==> config.mk <==
export PLATFORM = sky130hd
export DESIGN_NAME = bcd_timer_n
export DESIGN_NICKNAME = d
export VERILOG_FILES = /design/src/rtl/bcd_timer_n.sv
export SDC_FILE = /design/constraint.sdc
export NUM_CORES = 1
export LEC_CHECK = 0
export ABC_CLOCK_PERIOD_IN_PS = 4300
export BUFFER_PORTS_ARGS = -buffer_cell sky130_fd_sc_hd__buf_2
export CORE_ASPECT_RATIO = 0.5
export CORE_MARGIN = 4
export CORE_UTILIZATION = 60
export DETAILED_ROUTE_END_ITERATION = 8
export GPL_ROUTABILITY_DRIVEN = 0
export HOLD_SLACK_MARGIN = 0.03
export PLACE_DENSITY_LB_ADDON = 0.2
export SLEW_MARGIN = 0
export SYNTH_ARGS = -nofsm -noshare
export SYNTH_HDL_FRONTEND = slang
export SYNTH_SLANG_ARGS = --single-unit
==> constraint.sdc <==
create_clock -name clk -period 4.3 [get_ports clk]
set_input_delay 0.43 -clock clk [delete_from_list [all_inputs] [get_ports clk]]
set_output_delay 0.43 -clock clk [all_outputs]
set_load 0.01 [all_outputs]
==> src/rtl/bcd_timer_n.sv <==
// bcd_timer_n: prescaled BCD up/down timer with pause, lap freeze and 7-segment decode
module bcd_timer_n #(
  parameter int CLK_HZ = 5000000,
  parameter int TICK_HZ = 1,
  parameter int DIGITS = 2
) (
  input  logic                clk,
  input  logic                rst,
  input  logic                start,
  input  logic                stop,
  input  logic                clr,
  input  logic                dir,
  input  logic                lap,
  output logic [7*DIGITS-1:0] seg,
  output logic                running,
  output logic                wrap,
  output logic                done
);
  localparam int DIV = CLK_HZ / TICK_HZ;
  localparam int PW = $clog2(DIV);
  localparam logic [1:0] S_IDLE = 2'd0;
  localparam logic [1:0] S_RUN = 2'd1;
  localparam logic [1:0] S_PAUSE = 2'd2;
  localparam logic [1:0] S_DONE = 2'd3;

  logic [1:0]          r_state;
  logic [PW-1:0]       r_pre;
  logic [4*DIGITS-1:0] r_cnt;
  logic [4*DIGITS-1:0] r_disp;
  logic                r_frz;
  logic                r_wrap;
  logic [1:0]          w_next;
  logic [4*DIGITS-1:0] w_inc;
  logic [4*DIGITS-1:0] w_dec;
  logic [4*DIGITS-1:0] w_show;
  logic                w_carry;
  logic                w_borrow;
  logic                w_tick;
  logic                w_go;
  logic                w_zero;
  logic                w_dec_zero;

  function automatic logic [6:0] dec7(input logic [3:0] d);
    case (d)
      4'd0: return 7'h40;
      4'd1: return 7'h79;
      4'd2: return 7'h24;
      4'd3: return 7'h30;
      4'd4: return 7'h19;
      4'd5: return 7'h12;
      4'd6: return 7'h02;
      4'd7: return 7'h78;
      4'd8: return 7'h00;
      4'd9: return 7'h10;
      default: return 7'h7F;
    endcase
  endfunction

  assign w_tick = (r_state == S_RUN) && (r_pre == PW'(DIV - 1));
  assign w_go = start & ~stop;
  assign w_zero = (r_cnt == '0);
  assign w_dec_zero = (w_dec == '0);
  assign w_show = r_frz ? r_disp : r_cnt;
  assign running = (r_state == S_RUN);
  assign done = (r_state == S_DONE);
  assign wrap = r_wrap;

  // Decimal increment and decrement of the live count, ripple carry/borrow digit by digit
  always_comb begin
    w_inc = r_cnt;
    w_dec = r_cnt;
    w_carry = 1'b1;
    w_borrow = 1'b1;
    for (int k = 0; k < DIGITS; k++) begin
      if (w_carry) begin
        w_inc[4*k+:4] = (r_cnt[4*k+:4] == 4'd9) ? 4'd0 : r_cnt[4*k+:4] + 4'd1;
        w_carry = (r_cnt[4*k+:4] == 4'd9);
      end
      if (w_borrow) begin
        w_dec[4*k+:4] = (r_cnt[4*k+:4] == 4'd0) ? 4'd9 : r_cnt[4*k+:4] - 4'd1;
        w_borrow = (r_cnt[4*k+:4] == 4'd0);
      end
    end
  end

  // Next state; stop always wins over start, a down tick reaching or sitting at zero ends the run
  always_comb begin
    w_next = (r_state == S_RUN)  ? (stop ? S_PAUSE : (w_tick & dir & (w_zero | w_dec_zero)) ? S_DONE : S_RUN) :
             (r_state == S_DONE) ? ((w_go & ~dir) ? S_RUN : S_DONE) :
             (w_go ? S_RUN : r_state);
  end

  // State, prescaler, count, wrap pulse and lap freeze; clr overrides everything but reset
  always_ff @(posedge clk or posedge rst) begin
    if (rst) begin
      r_state <= S_IDLE;
      r_pre <= '0;
      r_cnt <= '0;
      r_disp <= '0;
      r_frz <= 1'b0;
      r_wrap <= 1'b0;
    end else if (clr) begin
      r_state <= S_IDLE;
      r_pre <= '0;
      r_cnt <= '0;
      r_frz <= 1'b0;
      r_wrap <= 1'b0;
    end else begin
      r_state <= w_next;
      r_pre <= (r_state == S_RUN) ? (w_tick ? '0 : r_pre + 1'b1) : (r_state == S_PAUSE) ? r_pre : '0;
      r_wrap <= w_tick & ~dir & w_carry;
      if (w_tick) r_cnt <= dir ? (w_zero ? r_cnt : w_dec) : w_inc;
      if (lap && r_state != S_IDLE) begin
        r_frz <= ~r_frz;
        if (!r_frz) r_disp <= r_cnt;
      end
    end
  end

  for (genvar k = 0; k < DIGITS; k++) begin : g_seg
    assign seg[7*k+:7] = dec7(w_show[4*k+:4]);
  end
endmodule

==> run summary, run 1 <==
Crit Path Class = reg -> reg
Sw Pwr = 256.9 µW
Layout Nets = 397
Post-synth top area share = 35.98%
CTS Buf Count = 5
Crit. Startpoint = r_cnt[0]
Number of global-route vias before repair = 2,674
Final Max Tran Viols = 0
CP max stage cell = nor4bb_1
DR vias = 2,765
Met3 wire len = 432 µm
M1 WL = 3071 µm
Post-synth EDFFs = 0
Synth unique cells = 52
Crit-path max FO = 9
Largest net degree at the start of global routing = 44
Flop2flop setup slack = 1.41 ns
Wire length per cell = 15.82 µm
Dominant synthesized flop cell = dfrtp_1
GRT Util Overall = 24.20%
Synth area leader = dfrtp_1
Flop pwr share = 50.2%
Worst reg2reg path endpoint = r_cnt[3]
Met2 WL = 3365 µm
Post-CTS Repair Setup Buffers = 0
Power per cell area = 277.3 nW/µm²
Register Area = 1076 µm²
Share of cells above drive strength 1 = 10.34%
FFs w/ async S/R, synth = 100.0%
Fillcell total = 358
CTS Root Cell = clkbuf_8
# hold bufs at CTS = 0
Antenna-violating nets left = 0
Clock share of power = 31.8%
Int Power = 639.2 µW
Total Die Area = 6246 µm²
Status = completed
Initial drt markers = 274
Core area = 4594 µm²
RR Startpoint = r_cnt[0]
CP required = 4.49 ns
Crit path cell chain = inv_1 -> ha_1 -> nor4bb_1 -> nand3b_1 -> nor2_1 -> a211o_1 -> o21ai_0
Fin crit period = 2.892 ns
Maximum clock path buffer count = 2
Worst-path clk slew = 0.09 ns
Area of the multi-input gates = 1794 µm²
Diode count = 0
Post-DP HPWL = 4898 µm
Comb pwr share = 18.0%
Htree depth = 2
Die H = 57.92 µm
Number of port buffers = 23
# IOs = 24
Total grt overflow = 0
Crit start category = flip-flop
CP endpoint = r_cnt[3]
Post-route design area = 3232 µm²
Initial antenna violation count = 0
Critical path arrival = 3.08 ns
Top Layer Used = met4
Count of final hold-check violations = 0
Hold WC Path Type = in -> async
Sequential share of the synthesized area = 35.98%
RSZ-0062 raised after global routing = no
Mapped cell area = 2990 µm²
Syn avg cell area = 8.261 µm²
CP max stage delay = 1.04 ns
Max-slew headroom = 19.13%
Top post-synthesis cells by area = dfrtp_1 (36%), nor2_1 (7.3%), ha_1 (5.9%)
Flops & latches, synth = 43
Row count = 17
Pleak = 1.352 nW
CP Capture Type = flip-flop
Setup TNS = 0 ns
Net Count, Synth = 383
Area grow syn2layout = 8.075%
Max Freq = 345.8 MHz
Commonest non-fill, non-tap cell in the layout = nor2_1
Peak supply drop = 178.2 µV
Total routed wirelength = 7007 µm
Fin util = 70.34%
Placed cell area = 3132 µm²
CTS tree = yes
Period utilization = 67.25%
Residual DRC = 0
Vias per cell = 6.242
Initial core utilization = 65.09%
Clock latency on the worst-skew pair = 0.30 ns
First-pass GRT wire length = 12,290 µm
CTS resizes = 0
Worst-margin pin slew = 1.197 ns
Switching share of total power = 28.67%
Reg2reg path depth = 7
Most frequent cells in the layout = nor2_1 (58), dfrtp_1 (43), a21oi_1 (30)
Setup Viol. Count Final = 0
Post-Syn Instances = 362
Clk sinks = 43
YS warnings = 0
DR pass1 iterations = 5
Clock skew = 0.01121 ns
Maxcap violations = 0
Chip width = 107.8 µm
[how the worst min path moves through the flow]
stage	endpoint	cells after the start	slack, ns	from
6_report	r_pre[4]	3	0.26	rst
5_1_grt	r_pre[3]	3	0.34	rst
4_1_cts	r_pre[4]	3	0.27	rst
3_5_place_dp	r_disp[2]	2	0.53	r_disp[2]
3_3_place_gp	r_disp[7]	2	0.51	r_disp[7]
2_1_floorplan	r_disp[2]	2	0.50	r_disp[2]
[metal layers]
metal | vias up | track usage, %
li1 | 1320 | -
met4 | 0 | 8.813
met3 | 20 | 5.228
met5 | - | 0
met1 | 1308 | 30.85
met2 | 117 | 41.17
[cells in the mapped netlist (all sizes together) (4+ instances only)]
library cell	number
xnor2	6
mux2i	8
o31ai	8
nor4	6
o21ai	17
nor2	58
nor3	11
a21oi	30
clkbuf	16
nand3	15
nand2	25
xor2	17
ha	14
or4	4
o211ai	4
dfrtp	43
inv	14
nand4	10
o21a	5
[kinds of logic (layout without fill, tap and decap cells)]
group	Yosys count	after routing	share of synthesized area [%]
AOI/OAI and AO/OA	82	82	16.99
adders and majority gates	15	15	6.193
xor gates and xnor gates	23	23	6.736
DFF	43	43	35.98
and+or+nand+nor	157	157	26.65
buffers and inverters	32	47	4.017
muxes	10	10	3.431
[layout make-up]
| class | instances | share of cell area (%) |
|---|---|---|
| flip-flops and latches | 43 | 33.29 |
| well taps | 66 | 2.555 |
| inverters | 15 | 1.742 |
| clock buffers | 8 | 3.097 |
| repair buffers | 24 | 3.794 |
| multi-input cells | 287 | 55.52 |
[power groups by stage]
stage	Combinational (mW)	Sequential (mW)	Clock [mW]
floorplan	0.122	0.448	0
global placement	0.153	0.456	0
detailed placement	0.160	0.458	0
CTS	0.161	0.450	0.286
global route	0.183	0.454	0.306
finish	0.161	0.450	0.285
[flip-flops by register name, indices dropped and copies added (netlist names)]
register	flops
r_pre	23
r_state	2
wrap	1
r_frz	1
r_disp	8
r_cnt	8
[critical path, delay by kind of cell (launching register included)]
kind / cells / cell delay (ns)
compound gates: 2 / 0.18
fa+ha+maj: 1 / 0.29
buf+inv: 1 / 0.15
flops: 1 / 0.49
simple gates: 3 / 1.67
[metrics by stage]
stage | instances | hold WS [ns] | power (mW) | worst slack (ns)
final | 443 | 0.2565 | 0.8962 | 1.408
after CTS | 443 | 0.2729 | 0.8969 | 1.522
after floorplan | 362 | 0.4951 | 0.5701 | 1.681
after global placement | 435 | 0.5118 | 0.6087 | 1.619
after global routing | 443 | 0.3378 | 0.9438 | 1.160
after detailed placement | 435 | 0.5270 | 0.6174 | 1.563
(Power assumes the default switching activity.)
==> run 2, diff against run 1 <==
--- a/config.mk
+++ b/config.mk
@@ -5,7 +5,7 @@
 export SDC_FILE = /design/constraint.sdc
 export NUM_CORES = 1
 export LEC_CHECK = 0
-export ABC_CLOCK_PERIOD_IN_PS = 4300
+export ABC_CLOCK_PERIOD_IN_PS = 2700
 export BUFFER_PORTS_ARGS = -buffer_cell sky130_fd_sc_hd__buf_2
 export CORE_ASPECT_RATIO = 0.5
 export CORE_MARGIN = 4
==> constraint.sdc (replaced) <==
create_clock -name clk -period 2.7 [get_ports clk]
set_input_delay 0.27 -clock clk [delete_from_list [all_inputs] [get_ports clk]]
set_output_delay 0.27 -clock clk [all_outputs]
set_load 0.01 [all_outputs]
==> run summary, run 2 (synthesized netlist as in run 1, its figures left out) <==
Clock skew = 0.01268 ns (+0.001470 ns)
Fillcell total = 352 (-1.7%)
Chip width = 107.8 µm (unchanged)
Post-DP HPWL = 5037 µm (+2.8%)
Row count = 17 (unchanged)
Power per cell area = 416.3 nW/µm² (+50%)
CTS Root Cell = clkbuf_8
Diode count = 0 (unchanged)
Max Freq = 380.0 MHz (+9.9%)
Maxcap violations = 0 (unchanged)
Share of cells above drive strength 1 = 13.88% (+3.5 points)
Register Area = 1077 µm² (+0.12%)
Critical path arrival = 2.86 ns (-0.22 ns)
Clock latency on the worst-skew pair = 0.30 ns (about the same)
GRT Util Overall = 23.55% (-0.65 points)
CP required = 2.93 ns (-1.56 ns)
First-pass GRT wire length = 12,030 µm (-2.1%)
DR vias = 2,795 (+1.1%)
CP endpoint = r_cnt[4]
Core area = 4594 µm² (unchanged)
CTS Buf Count = 5 (unchanged)
Number of port buffers = 23 (unchanged)
Max reg flops = 23 (unchanged)
Int Power = 971.4 µW (+52%)
Largest registers = r_pre (23), r_cnt (8), r_disp (8)
Wire length per cell = 15.31 µm (-3.2%)
Critical path depth = 6 (-1)
Initial drt markers = 274 (unchanged)
Layout Nets = 409 (+3.0%)
CP Capture Type = flip-flop
Htree depth = 2 (unchanged)
Most used cell, CP = or4_4
Peak supply drop = 249.6 µV (+40%)
Initial antenna violation count = 0 (unchanged)
Flop2flop setup slack = 0.07 ns (-1.34 ns)
CP max stage delay = 0.65 ns (-0.39 ns)
# hold bufs at CTS = 0 (unchanged)
Hold WC Path Type = in -> async
Largest net degree at the start of global routing = 44 (unchanged)
Worst reg2reg path endpoint = r_cnt[4]
Die H = 57.92 µm (unchanged)
Final Max Tran Viols = 0 (unchanged)
Maximum clock path buffer count = 2 (unchanged)
Crit Path Class = reg -> reg
Worst-margin pin slew = 0.8533 ns (-0.3435 ns)
Antenna-violating nets left = 0 (unchanged)
Clock share of power = 29.2% (-2.6 points)
Fin crit period = 2.632 ns (-0.2600 ns)
Reg2reg path depth = 6 (-1)
Number of global-route vias before repair = 2,606 (-2.5%)
Sw Pwr = 408.8 µW (+59%)
Crit. Startpoint = r_pre[0]
Crit-path max FO = 5 (-4)
Setup Viol. Count Final = 0 (unchanged)
Worst-path clk slew = 0.09 ns (about the same)
DR pass1 iterations = 5 (unchanged)
Most frequent cells in the layout = nor2_1 (58), dfrtp_1 (42), a21oi_1 (29)
Largest reg by FF count = r_pre
Post-route design area = 3316 µm² (+2.6%)
Total routed wirelength = 6965 µm (-0.60%)
Comb pwr share = 19.0% (+1.0 points)
Max-slew headroom = 42.91% (+24 points)
CTS tree = yes
Commonest non-fill, non-tap cell in the layout = nor2_1
Total grt overflow = 0 (unchanged)
Initial core utilization = 65.09% (unchanged)
Period utilization = 97.47% (+30 points)
Vias per cell = 6.143 (-1.6%)
CP max stage cell = or4b_2
Placed cell area = 3207 µm² (+2.4%)
Switching share of total power = 29.62% (+0.95 points)
Clk sinks = 43 (unchanged)
Status = completed
Top delay family on crit path = simple AND/OR/NAND/NOR gates
Area of the multi-input gates = 1802 µm² (+0.42%)
Pleak = 1.403 nW (+3.8%)
Residual DRC = 0 (unchanged)
Crit path cell chain = ha_1 -> inv_1 -> or4b_2 -> or4_4 -> or4_4 -> a21oi_2
Fin util = 72.17% (+1.8 points)
RR Startpoint = r_pre[0]
Count of final hold-check violations = 0 (unchanged)
# IOs = 24 (unchanged)
Total Die Area = 6246 µm² (unchanged)
Flop pwr share = 51.8% (+1.6 points)
Worst Path Buf+Inv = 1 (unchanged)
Crit start category = flip-flop
Area grow syn2layout = 10.88%
[run 2: cell type report]
type,instances,area share [%]
clock inverters,2,0.3774
repair buffers,36,6.415
well taps,66,2.491
inverters,15,1.698
multi-input cells,287,54.34
flip-flops and latches,43,32.49
clock buffers,6,2.189
[run 2: timing repair]
| item | in CTS | in global routing |
|---|---|---|
| gates cloned | 0 | 0 |
| gates resized for setup | 1 | 2 |
| setup endpoints to repair | 1 | 7 |
| pin swaps | 0 | 1 |
| buffers inserted | 0 | 2 |
[run 2: routing by layer]
metal | up-vias | GRT usage (%) | part of all wire [%]
met5 | - | 0 | 0
met4 | 0 | 5.755 | 0.98
met3 | 12 | 4.449 | 5.9
met2 | 108 | 40.99 | 48
met1 | 1333 | 30.76 | 45
li1 | 1342 | - | -
[run 2: worst min path at each step]
stage                 endpoint  slack, ns  depth (start not counted)
finish                r_pre[8]       0.09                          3
floorplan           r_state[0]       0.49                          2
CTS                   r_pre[8]       0.10                          3
global route        r_state[1]       0.14                          3
global placement      r_pre[8]       0.43                          3
detailed placement  r_state[0]       0.43                          3
[run 2: worst register-to-register path: cells and delay by family (launching register included)]
kind                     cells  cell delay (ns)
AND/OR/NAND/NOR              3             1.69
buffers and inverters        1             0.10
AO/OA/AOI/OAI                1             0.15
adder cells (fa/ha/maj)      1             0.21
flip-flops                   1             0.42
[run 2: stage by stage]
stage	instances	total power, mW	TNS, ns	hold WS (ns)	worst slack, ns
floorplan	362	0.9080	0	0.4866	0.08106
global placement	445	0.9747	0	0.4268	0.08045
detailed placement	445	0.9867	0	0.4346	0.01080
CTS	453	1.387	0	0.1048	0.002535
global route	455	1.459	-0.00001688	0.1396	-0.00001688
finish	455	1.380	0	0.09020	0.06844
[run 2: power by group through the flow]
stage | registers [mW] | logic [mW] | clock network [mW]
floorplan | 0.714 | 0.194 | 0
global placement | 0.725 | 0.249 | 0
detailed placement | 0.728 | 0.259 | 0
CTS | 0.715 | 0.260 | 0.412
global route | 0.722 | 0.293 | 0.444
finish | 0.715 | 0.262 | 0.403
==> run 3, diff against run 2 <==
--- a/config.mk
+++ b/config.mk
@@ -5,7 +5,7 @@
 export SDC_FILE = /design/constraint.sdc
 export NUM_CORES = 1
 export LEC_CHECK = 0
-export ABC_CLOCK_PERIOD_IN_PS = 2700
+export ABC_CLOCK_PERIOD_IN_PS = 3400
 export BUFFER_PORTS_ARGS = -buffer_cell sky130_fd_sc_hd__buf_2
 export CORE_ASPECT_RATIO = 0.5
 export CORE_MARGIN = 4
==> constraint.sdc (replaced) <==
create_clock -name clk -period 3.4 [get_ports clk]
set_input_delay 0.34 -clock clk [delete_from_list [all_inputs] [get_ports clk]]
set_output_delay 0.34 -clock clk [all_outputs]
set_load 0.01 [all_outputs]
==> run summary, run 3 (synthesized netlist as in run 1, its figures left out) <==
Status = completed
CTS tree = yes
Total grt overflow = 0 (unchanged)
Vias per cell = 6.257 (+1.9%)
Number of global-route vias before repair = 2,640 (+1.3%)
Max Freq = 362.5 MHz (-4.6%)
Setup Viol. Count Final = 0 (unchanged)
Maxcap violations = 0 (unchanged)
Hold WC Path Type = in -> async
Largest registers = r_pre (23), r_cnt (8), r_disp (8)
CTS Buf Count = 5 (unchanged)
Diode count = 0 (unchanged)
Crit start category = flip-flop
Post-CTS Repair Setup Buffers = 0 (unchanged)
Fin crit period = 2.759 ns (+0.1273 ns)
Clock skew = 0.01216 ns (-0.0005157 ns)
Period utilization = 81.14% (-16 points)
Worst-path clk slew = 0.08 ns (about the same)
Chip width = 107.8 µm (unchanged)
Count of final hold-check violations = 0 (unchanged)
Initial core utilization = 65.09% (unchanged)
Antenna-violating nets left = 0 (unchanged)
Commonest non-fill, non-tap cell in the layout = nor2_1
Most frequent cells in the layout = nor2_1 (58), dfrtp_1 (43), a21oi_1 (30)
Row count = 17 (unchanged)
Placed cell area = 3139 µm² (-2.1%)
Number of port buffers = 23 (unchanged)
Critical path arrival = 2.98 ns (+0.12 ns)
Sw Pwr = 316.6 µW (-23%)
CTS Root Cell = clkbuf_8
Flop pwr share = 51.6% (-0.2 points)
CP Capture Type = flip-flop
Initial antenna violation count = 0 (unchanged)
Residual DRC = 0 (unchanged)
DR vias = 2,772 (-0.82%)
Wire length per cell = 15.26 µm (-0.33%)
Int Power = 783.4 µW (-19%)
Post-DP HPWL = 4890 µm (-2.9%)
Maximum clock path buffer count = 2 (unchanged)
Clk sinks = 43 (unchanged)
Core area = 4594 µm² (unchanged)
Fillcell total = 385 (+9.4%)
Final Max Tran Viols = 0 (unchanged)
CP required = 3.63 ns (+0.70 ns)
Htree depth = 2 (unchanged)
Initial drt markers = 207 (-24%)
Comb pwr share = 18.6% (-0.4 points)
Max-slew headroom = 41.79% (-1.1 points)
Crit Path Class = reg -> reg
RSZ-0062 raised after global routing = no
Worst-margin pin slew = 0.8699 ns (+0.01666 ns)
# hold bufs at CTS = 0 (unchanged)
Layout Nets = 398 (-2.7%)
GRT Util Overall = 23.03% (-0.52 points)
Total routed wirelength = 6759 µm (-3.0%)
Register Area = 1076 µm² (-0.12%)
# IOs = 24 (unchanged)
CTS resizes = 0 (-1)
Clock share of power = 29.8% (+0.6 points)
Largest reg by FF count = r_pre
Switching share of total power = 28.78% (-0.84 points)
Post-route design area = 3227 µm² (-2.7%)
Area of the multi-input gates = 1794 µm² (-0.42%)
Area grow syn2layout = 7.908%
DR pass1 iterations = 5 (unchanged)
First-pass GRT wire length = 11,810 µm (-1.9%)
Die H = 57.92 µm (unchanged)
Crit-path max FO = 7 (+2)
Share of cells above drive strength 1 = 10.61% (-3.3 points)
Clock latency on the worst-skew pair = 0.30 ns (about the same)
Peak supply drop = 192.1 µV (-23%)
Pleak = 1.352 nW (-3.6%)
Largest net degree at the start of global routing = 23 (-48%)
Max reg flops = 23 (unchanged)
Power per cell area = 340.9 nW/µm² (-18%)
Setup TNS = 0 ns (unchanged)
Total Die Area = 6246 µm² (unchanged)
run 3: changes by cell type in the layout (fill, tap and decap cells not counted), sizes merged:
cell,change
buf,-11
clkinvlp,-1
run 3: layer usage:
| layer | track usage [%] | part of all wire (%) | vias to the layer above |
|---|---|---|---|
| met5 | 0 | 0 | - |
| met4 | 6.655 | 1.2 | 0 |
| met3 | 4.338 | 5.7 | 10 |
| met2 | 41.78 | 47 | 100 |
| met1 | 28.35 | 46 | 1343 |
| li1 | - | - | 1319 |
run 3: through the flow:
stage	hold slack, ns	setup WS (ns)	utilization (%)	total power [mW]	std cells
after floorplan	0.4951	0.7811	-	0.7211	362
after global placement	0.5118	0.7228	68.33	0.7721	436
after detailed placement	0.5146	0.6810	68.33	0.7831	436
after CTS	0.2045	0.6762	70.23	1.106	443
after global routing	0.2630	0.4453	70.23	1.164	443
final	0.1686	0.6412	70.23	1.100	443
run 3: cell type report:
| class | instances | share of cell area [%] |
|---|---|---|
| multi-input cells | 287 | 55.60 |
| flip-flops and latches | 43 | 33.35 |
| repair buffers | 25 | 4.033 |
| clock buffers | 6 | 2.559 |
| well taps | 66 | 2.559 |
| inverters | 15 | 1.745 |
| clock inverters | 1 | 0.1551 |
run 3: critical path, stage by stage (launching register included):
cell and delay [ns]:
dfrtp_1 0.44, or4b_1 0.54, or4_4 0.54, or4_4 0.53, or4_1 0.48, a21oi_1 0.15
run 3: final timing paths:
path,from,slack [ns],end,cells after the start
max,r_pre[7],0.64,r_cnt[4],5
min,rst,0.17,r_pre[4],2
max reg2reg,r_pre[7],0.64,r_cnt[4],5
min reg2reg,r_disp[7],0.54,r_disp[7],2
max in group asynchronous,rst,2.44,r_pre[5],3
min in group clk,stop,0.35,r_state[0],3
run 3: power groups by stage:
stage | clock, mW | sequential [mW] | combinational (mW)
finish | 0.327 | 0.568 | 0.205
detailed placement | 0 | 0.578 | 0.205
global placement | 0 | 0.576 | 0.196
floorplan | 0 | 0.567 | 0.154
CTS | 0.331 | 0.568 | 0.206
global route | 0.359 | 0.573 | 0.232
